**src/rtl/coproc_issue.sv**
```systemverilog
// Command FIFO and issue sequencer for a register-based coprocessor, with a 4-stage write-back tracker.
// Define ISSUE_HAZARD_STALL_EN to hold the FIFO head on read-after-write hazards against in-flight results.
module coproc_issue #(
    parameter int         DEPTH     = 4,
    parameter logic [5:0] IDLE_ADDR = 6'd0
) (
    input  logic        clk,
    input  logic        reset,
    input  logic        cmd_valid,
    output logic        cmd_ready,
    input  logic [14:0] cmd_data,
    input  logic        flush,
    output logic [5:0]  instr,
    output logic [5:0]  op0_id,
    output logic [2:0]  cmd_id,
    output logic        issue,
    output logic        retire,
    output logic [2:0]  inflight,
    output logic [3:0]  fifo_count,
    output logic        stall
);

    localparam int         PW       = (DEPTH > 1) ? $clog2(DEPTH) : 1;
    localparam logic [3:0] FULL_CNT = 4'(DEPTH);
    localparam int         TRK      = 4;

    typedef enum logic [1:0] {
        IDLE = 2'd0,
        RUN  = 2'd1,
        HOLD = 2'd2
    } state_t;

    state_t        state_reg;
    logic [14:0]   mem [DEPTH];
    logic [PW-1:0] wr_ptr_reg;
    logic [PW-1:0] rd_ptr_reg;
    logic [3:0]    count_reg;
    logic [3:0]    count_next;
    logic          ready_en_reg;
    logic [14:0]   head;
    logic          push;
    logic          pop;
    logic          hazard;

    logic [5:0]    instr_reg;
    logic [5:0]    op0_reg;
    logic [2:0]    cmd_reg;
    logic          issue_reg;
    logic          retire_reg;
    logic          trk_valid_reg [TRK];
    logic [2:0]    inflight_sum;

    genvar gi;

    assign head       = mem[rd_ptr_reg];
    assign fifo_count = count_reg;
    // Ready stays low until the first clock edge after reset release.
    assign cmd_ready  = ready_en_reg && (count_reg != FULL_CNT);
    assign push       = cmd_valid && cmd_ready && !flush;
    assign pop        = !flush && (state_reg != IDLE) && (count_reg != 4'd0) && !hazard;

    always_comb begin
        count_next = count_reg;
        if (flush) begin
            count_next = 4'd0;
        end else begin
            case ({push, pop})
                2'b10:   count_next = count_reg + 4'd1;
                2'b01:   count_next = count_reg - 4'd1;
                default: count_next = count_reg;
            endcase
        end
    end

    always_ff @(posedge clk) begin
        if (push) begin
            mem[wr_ptr_reg] <= cmd_data;
        end
    end

    always_ff @(posedge clk or negedge reset) begin
        if (!reset) begin
            wr_ptr_reg   <= '0;
            rd_ptr_reg   <= '0;
            count_reg    <= 4'd0;
            ready_en_reg <= 1'b0;
        end else begin
            ready_en_reg <= 1'b1;
            count_reg    <= count_next;
            if (flush) begin
                wr_ptr_reg <= '0;
                rd_ptr_reg <= '0;
            end else begin
                if (push) begin
                    wr_ptr_reg <= wr_ptr_reg + PW'(1);
                end
                if (pop) begin
                    rd_ptr_reg <= rd_ptr_reg + PW'(1);
                end
            end
        end
    end

    always_ff @(posedge clk or negedge reset) begin
        if (!reset) begin
            state_reg <= IDLE;
        end else if (flush) begin
            state_reg <= IDLE;
        end else begin
            case (state_reg)
                IDLE: begin
                    if (count_next != 4'd0) begin
                        state_reg <= RUN;
                    end
                end
                RUN, HOLD: begin
                    if (count_next == 4'd0) begin
                        state_reg <= IDLE;
                    end else if (!pop && hazard) begin
                        state_reg <= HOLD;
                    end else begin
                        state_reg <= RUN;
                    end
                end
                default: state_reg <= IDLE;
            endcase
        end
    end

    assign stall = (state_reg == HOLD);

    always_ff @(posedge clk or negedge reset) begin
        if (!reset) begin
            instr_reg <= IDLE_ADDR;
            op0_reg   <= IDLE_ADDR;
            cmd_reg   <= 3'b111;
            issue_reg <= 1'b0;
        end else if (pop) begin
            instr_reg <= head[5:0];
            op0_reg   <= head[11:6];
            cmd_reg   <= head[14:12];
            issue_reg <= 1'b1;
        end else begin
            instr_reg <= IDLE_ADDR;
            op0_reg   <= IDLE_ADDR;
            cmd_reg   <= 3'b111;
            issue_reg <= 1'b0;
        end
    end

    assign instr  = instr_reg;
    assign op0_id = op0_reg;
    assign cmd_id = cmd_reg;
    assign issue  = issue_reg;

    // Stage 0 is loaded on the pop edge, so it shadows the issue cycle itself.
    generate
        for (gi = 0; gi < TRK; gi++) begin : g_trk
            if (gi == 0) begin : g_first
                always_ff @(posedge clk or negedge reset) begin
                    if (!reset) begin
                        trk_valid_reg[gi] <= 1'b0;
                    end else begin
                        trk_valid_reg[gi] <= pop;
                    end
                end
            end else begin : g_next
                always_ff @(posedge clk or negedge reset) begin
                    if (!reset) begin
                        trk_valid_reg[gi] <= 1'b0;
                    end else begin
                        trk_valid_reg[gi] <= trk_valid_reg[gi-1];
                    end
                end
            end
        end
    endgenerate

    always_ff @(posedge clk or negedge reset) begin
        if (!reset) begin
            retire_reg <= 1'b0;
        end else begin
            retire_reg <= trk_valid_reg[TRK-1];
        end
    end

    assign retire = retire_reg;

    always_comb begin
        inflight_sum = 3'd0;
        for (int i = 0; i < TRK; i++) begin
            inflight_sum = inflight_sum + {2'b00, trk_valid_reg[i]};
        end
    end

    assign inflight = inflight_sum;

`ifdef ISSUE_HAZARD_STALL_EN
    // The last stage writes back in the cycle the head would issue, where
    // forwarding covers it, so only the first three addresses can block.
    logic [5:0]     trk_addr_reg [TRK-1];
    logic [TRK-2:0] hazard_vec;

    generate
        for (gi = 0; gi < TRK-1; gi++) begin : g_addr
            if (gi == 0) begin : g_first
                always_ff @(posedge clk or negedge reset) begin
                    if (!reset) begin
                        trk_addr_reg[gi] <= IDLE_ADDR;
                    end else begin
                        trk_addr_reg[gi] <= pop ? head[5:0] : IDLE_ADDR;
                    end
                end
            end else begin : g_next
                always_ff @(posedge clk or negedge reset) begin
                    if (!reset) begin
                        trk_addr_reg[gi] <= IDLE_ADDR;
                    end else begin
                        trk_addr_reg[gi] <= trk_addr_reg[gi-1];
                    end
                end
            end
            assign hazard_vec[gi] = trk_valid_reg[gi] &&
                                    ((trk_addr_reg[gi] == head[11:6]) ||
                                     (trk_addr_reg[gi] == head[5:0]));
        end
    endgenerate

    assign hazard = |hazard_vec;
`else
    assign hazard = 1'b0;
`endif

endmodule

```
**config.mk**
```make
export PLATFORM = sky130hd
export DESIGN_NAME = coproc_issue
export DESIGN_NICKNAME = d
export VERILOG_FILES = /design/src/rtl/coproc_issue.sv
export SDC_FILE = /design/constraint.sdc
export NUM_CORES = 1
export LEC_CHECK = 0
export BUFFER_PORTS_ARGS = -buffer_cell sky130_fd_sc_hd__buf_4
export CELL_PAD_IN_SITES_DETAIL_PLACEMENT = 1
export CELL_PAD_IN_SITES_GLOBAL_PLACEMENT = 1
export CORE_UTILIZATION = 50
export DETAILED_ROUTE_END_ITERATION = 10
export PLACE_DENSITY_LB_ADDON = 0.2
export SLEW_MARGIN = 20
export SYNTH_ARGS = -nofsm -noshare
export SYNTH_HDL_FRONTEND = slang
export SYNTH_SLANG_ARGS = --single-unit
```
**constraint.sdc**
```tcl
create_clock -name clk -period 7.8 [get_ports clk]
set_input_delay 0 -clock clk [delete_from_list [all_inputs] [get_ports clk]]
set_output_delay 0 -clock clk [all_outputs]
set_load 0.01 [all_outputs]
```
==> flow_metrics.py <==
metrics = {
    "timing": {
        "layout_min_cycle_time_ns": 3.07,
        "worstMarginPinSlew_ns": 0.978,
        "min_period_over_period_pct": 39.4,
        "drv_slew": 0,
        "tns_ns": 0,
        "finalHoldViolCount": 0,
        "fmax_ghz": 0.325,
        "skew_ns": 0.0123,
        "max_slew_margin_pct": 34.8,
        "holdWs_ns": 0.0277,
        "setup_viol": 0,
        "rsz0062_at_grt": "false",
    },
    "synthesis": {
        "postSynthCellCount": 195,
        "avgSynthCellArea_sq_um": 18.1,
        "synth_fa_ha_area_share_pct": 3.75,
        "yosysWarnings": 0,
        "ys_ff_latch": 90,
        "synth_area_sq_um": 3540,
        "synth_cell_types": 32,
        "synth_compound_area_share_pct": 2.23,
        "synth_nets": 224,
        "synth.mux.area_fraction_pct": 10.4,
        "synth_xor_area_share_pct": 1.73,
        "ys_seq_area_share_pct": 72.3,
        "synth_top_family_by_area": "multiplexers",
        "yosys.area_share.simple_pct": 6.86,
    },
    "floorplan": {
        "chipWidth_microns": 86.1,
        "start_util_pct": 51.8,
        "design.die.area_sq_um": 7410,
        "core_sq_um": 6830,
        "dieHeight_microns": 86.1,
        "io-pin-count": 45,
        "rows": 30,
    },
    "setup_path": {
        "cp_cell_sequence": "o41ai_4 -> or2_2 -> inv_1 -> ha_1 -> xor2_1 -> ha_1 -> a21oi_1 -> mux2i_1 -> xor2_1 -> a41oi_1",
        "slowest_stage": "o41ai_4",
        "critical_path_class": "reg -> reg",
        "crit_arrival_ns": 3.30,
        "startpoint_type": "register",
        "crit_fanout": 13,
        "critical-path-max-stage-delay_ns": 0.51,
        "end_kind": "register",
        "required_ns": 8.02,
    },
    "route": {
        "initialDrtViolationCount": 77,
        "drtAntennaViolNets": 0,
        "first_pass_iters": 4,
        "vias_per_cell": 5.14,
        "routed-via-count": 1845,
        "drc": 0,
        "wl_per_cell_microns": 17.9,
        "wl_microns": 6440,
    },
    "finish": {
        "multi_input_area_sq_um": 891,
        "areaGrowthSynthToFinish_pct": 21.9,
        "final-seq-area_sq_um": 2560,
        "largest_register_ffs": 60,
        "nFillCells": 622,
        "post-route-util_pct": 63.1,
        "nNetsFinal": 287,
        "drive_gt1_share_pct": 32.3,
        "n_antenna_cell": 0,
    },
    "clock_network": {
        "cts_buffers": 9,
        "clk_pin_slew_ns": 0.09,
        "cts_sinks": 90,
        "htree_levels": 3,
        "cts_tree": "built",
        "cts_root_buffer": "clkbuf_8",
        "ctsLongestPathBuffers": 2,
        "clock_latency_ns": 0.36,
    },
    "power_and_ir_drop": {
        "ir_worst_vdd_uv": 139,
        "finalPower_mw": 0.895,
        "power.leakage_nw": 1.72,
        "power_density_nw_per_um2": 208,
    },
    "global_routing": {
        "grt_max_degree": 31,
        "grt_use_total_pct": 19.8,
        "grt_pass1_vias": 2037,
        "overflow": 0,
        "antenna_found_initial": 0,
        "grt_pass1_wl_microns": 10500,
    },
    "hold_path": {
        "hp-class": "in -> reg",
    },
    "job": {
        "maxCapViolations": 0,
    },
    "placed_design": {
        "port_buffers": 43,
        "gp_congestion": 0.812,
        "hpwl_microns": 4170,
    },
    "outcome": {
        "status": "finished clean",
    },
}
## layout make-up
| cell class | count | area share (%) |
|---|---|---|
| clock buffers | 9 | 2.87 |
| clock inverters | 7 | 1.97 |
| inverters | 11 | 0.958 |
| multi-input cells | 86 | 20.7 |
| flip-flops and latches | 90 | 59.3 |
| well taps | 96 | 2.79 |
| repair buffers | 60 | 11.4 |
## logic make-up after synthesis
logic type	after synthesis
compound gates	8
xor+xnor	7
fa+ha+maj	10
buf+inv	19
flops	90
mux	18
other cells	2
simple gates	41
## worst max-delay path: cells and delay by family (launching register included)
kind	cells	cell delay, ns
compound gates	3	0.80
xor+xnor	2	0.39
fa+ha+maj	2	0.51
buf+inv	1	0.13
flops	1	0.49
mux	1	0.23
simple gates	1	0.39
## report_power, final
| group | switching, mW | leakage, nW | internal (mW) | total (mW) |
|---|---|---|---|---|
| Sequential | 0.00501 | 0.946 | 0.517 | 0.522 |
| Clock | 0.175 | 0.103 | 0.154 | 0.329 |
| Combinational | 0.0207 | 0.668 | 0.0232 | 0.0438 |
## what timing repair did
item,in CTS,in global routing
setup buffers,0,0
endpoints found under the hold margin,102,0
hold buffers,17,0
gates resized for setup,0,0
## final timing paths
kind	cells past startpoint	to	from	slack, ns
setup / recovery	10	state_reg[0]$_DFFE_PN0P_	fifo_count[0]$_DFF_PN0_	4.73
hold / removal	4	wr_ptr_reg[0]$_DFFE_PN0P_	cmd_valid	0.03
setup reg to reg	10	state_reg[0]$_DFFE_PN0P_	fifo_count[0]$_DFF_PN0_	4.73
hold reg to reg	0	retire$_DFF_PN0_	trk_valid_reg[0]$_DFF_PN0_	0.38
max in group asynchronous	2	cmd_id[2]$_DFF_PN1_	reset	7.35
min in group asynchronous	2	op0_id[1]$_DFF_PN0_	reset	0.11
## cells in the final DEF, fill, tap and decap left out, types with 2 or more instances in the layout
master,instances
edfxtp_1,60
buf_4,43
dfrtp_1,27
dlygate4sd3_1,17
mux4_2,15
nor2b_1,15
nor2_1,12
inv_1,11
ha_1,9
clkbuf_8,9
and2_2,5
xor2_1,4
mux2i_1,3
or3_1,3
xnor2_1,3
inv_6,3
dfstp_2,3
a21oi_1,2
conb_1,2
## cells in the mapped netlist (all sizes together)
master | count | share of area [%]
and2b | 1 | 0.21
dfrtp | 27 | 19
a22o | 1 | 0.25
xor2 | 4 | 0.99
and3b | 1 | 0.25
or4b | 1 | 0.28
a21o | 1 | 0.21
o211ai | 1 | 0.21
buf | 6 | 1.2
inv | 11 | 1.2
a21oi | 2 | 0.28
o41ai | 1 | 0.78
nor2b | 15 | 2.7
a41oi | 1 | 0.25
edfxtp | 60 | 51
ha | 9 | 3.2
clkbuf | 2 | 0.21
nand3 | 2 | 0.42
or2 | 1 | 0.18
or3 | 3 | 0.53
dfstp | 3 | 2.2
mux4 | 15 | 9.6
mux2i | 3 | 0.85
xnor2 | 3 | 0.74
a32oi | 1 | 0.25
fa | 1 | 0.57
and2 | 5 | 1.1
nor2 | 12 | 1.3
conb | 2 | 0.21
## metal layers
metal / GRT usage (%) / wire length [microns] / vias up
met1: 24.0 / 2630 / 950
met2: 34.6 / 3440 / 48
met4: 9.70 / 142 / 0
met3: 3.37 / 224 / 13
li1: - / - / 834
met5: 0 / 0 / -
## per-stage QoR
stage          area, sq um  worst slack, ns  cells
2_1_floorplan         3540             5.03    195
5_1_grt               4310             4.50    359
6_report              4310             4.73    359
4_1_cts               4310             4.72    359
3_5_place_dp          3930             4.72    326
3_3_place_gp          3930             4.89    326
Power figures use the tool's default switching activity.
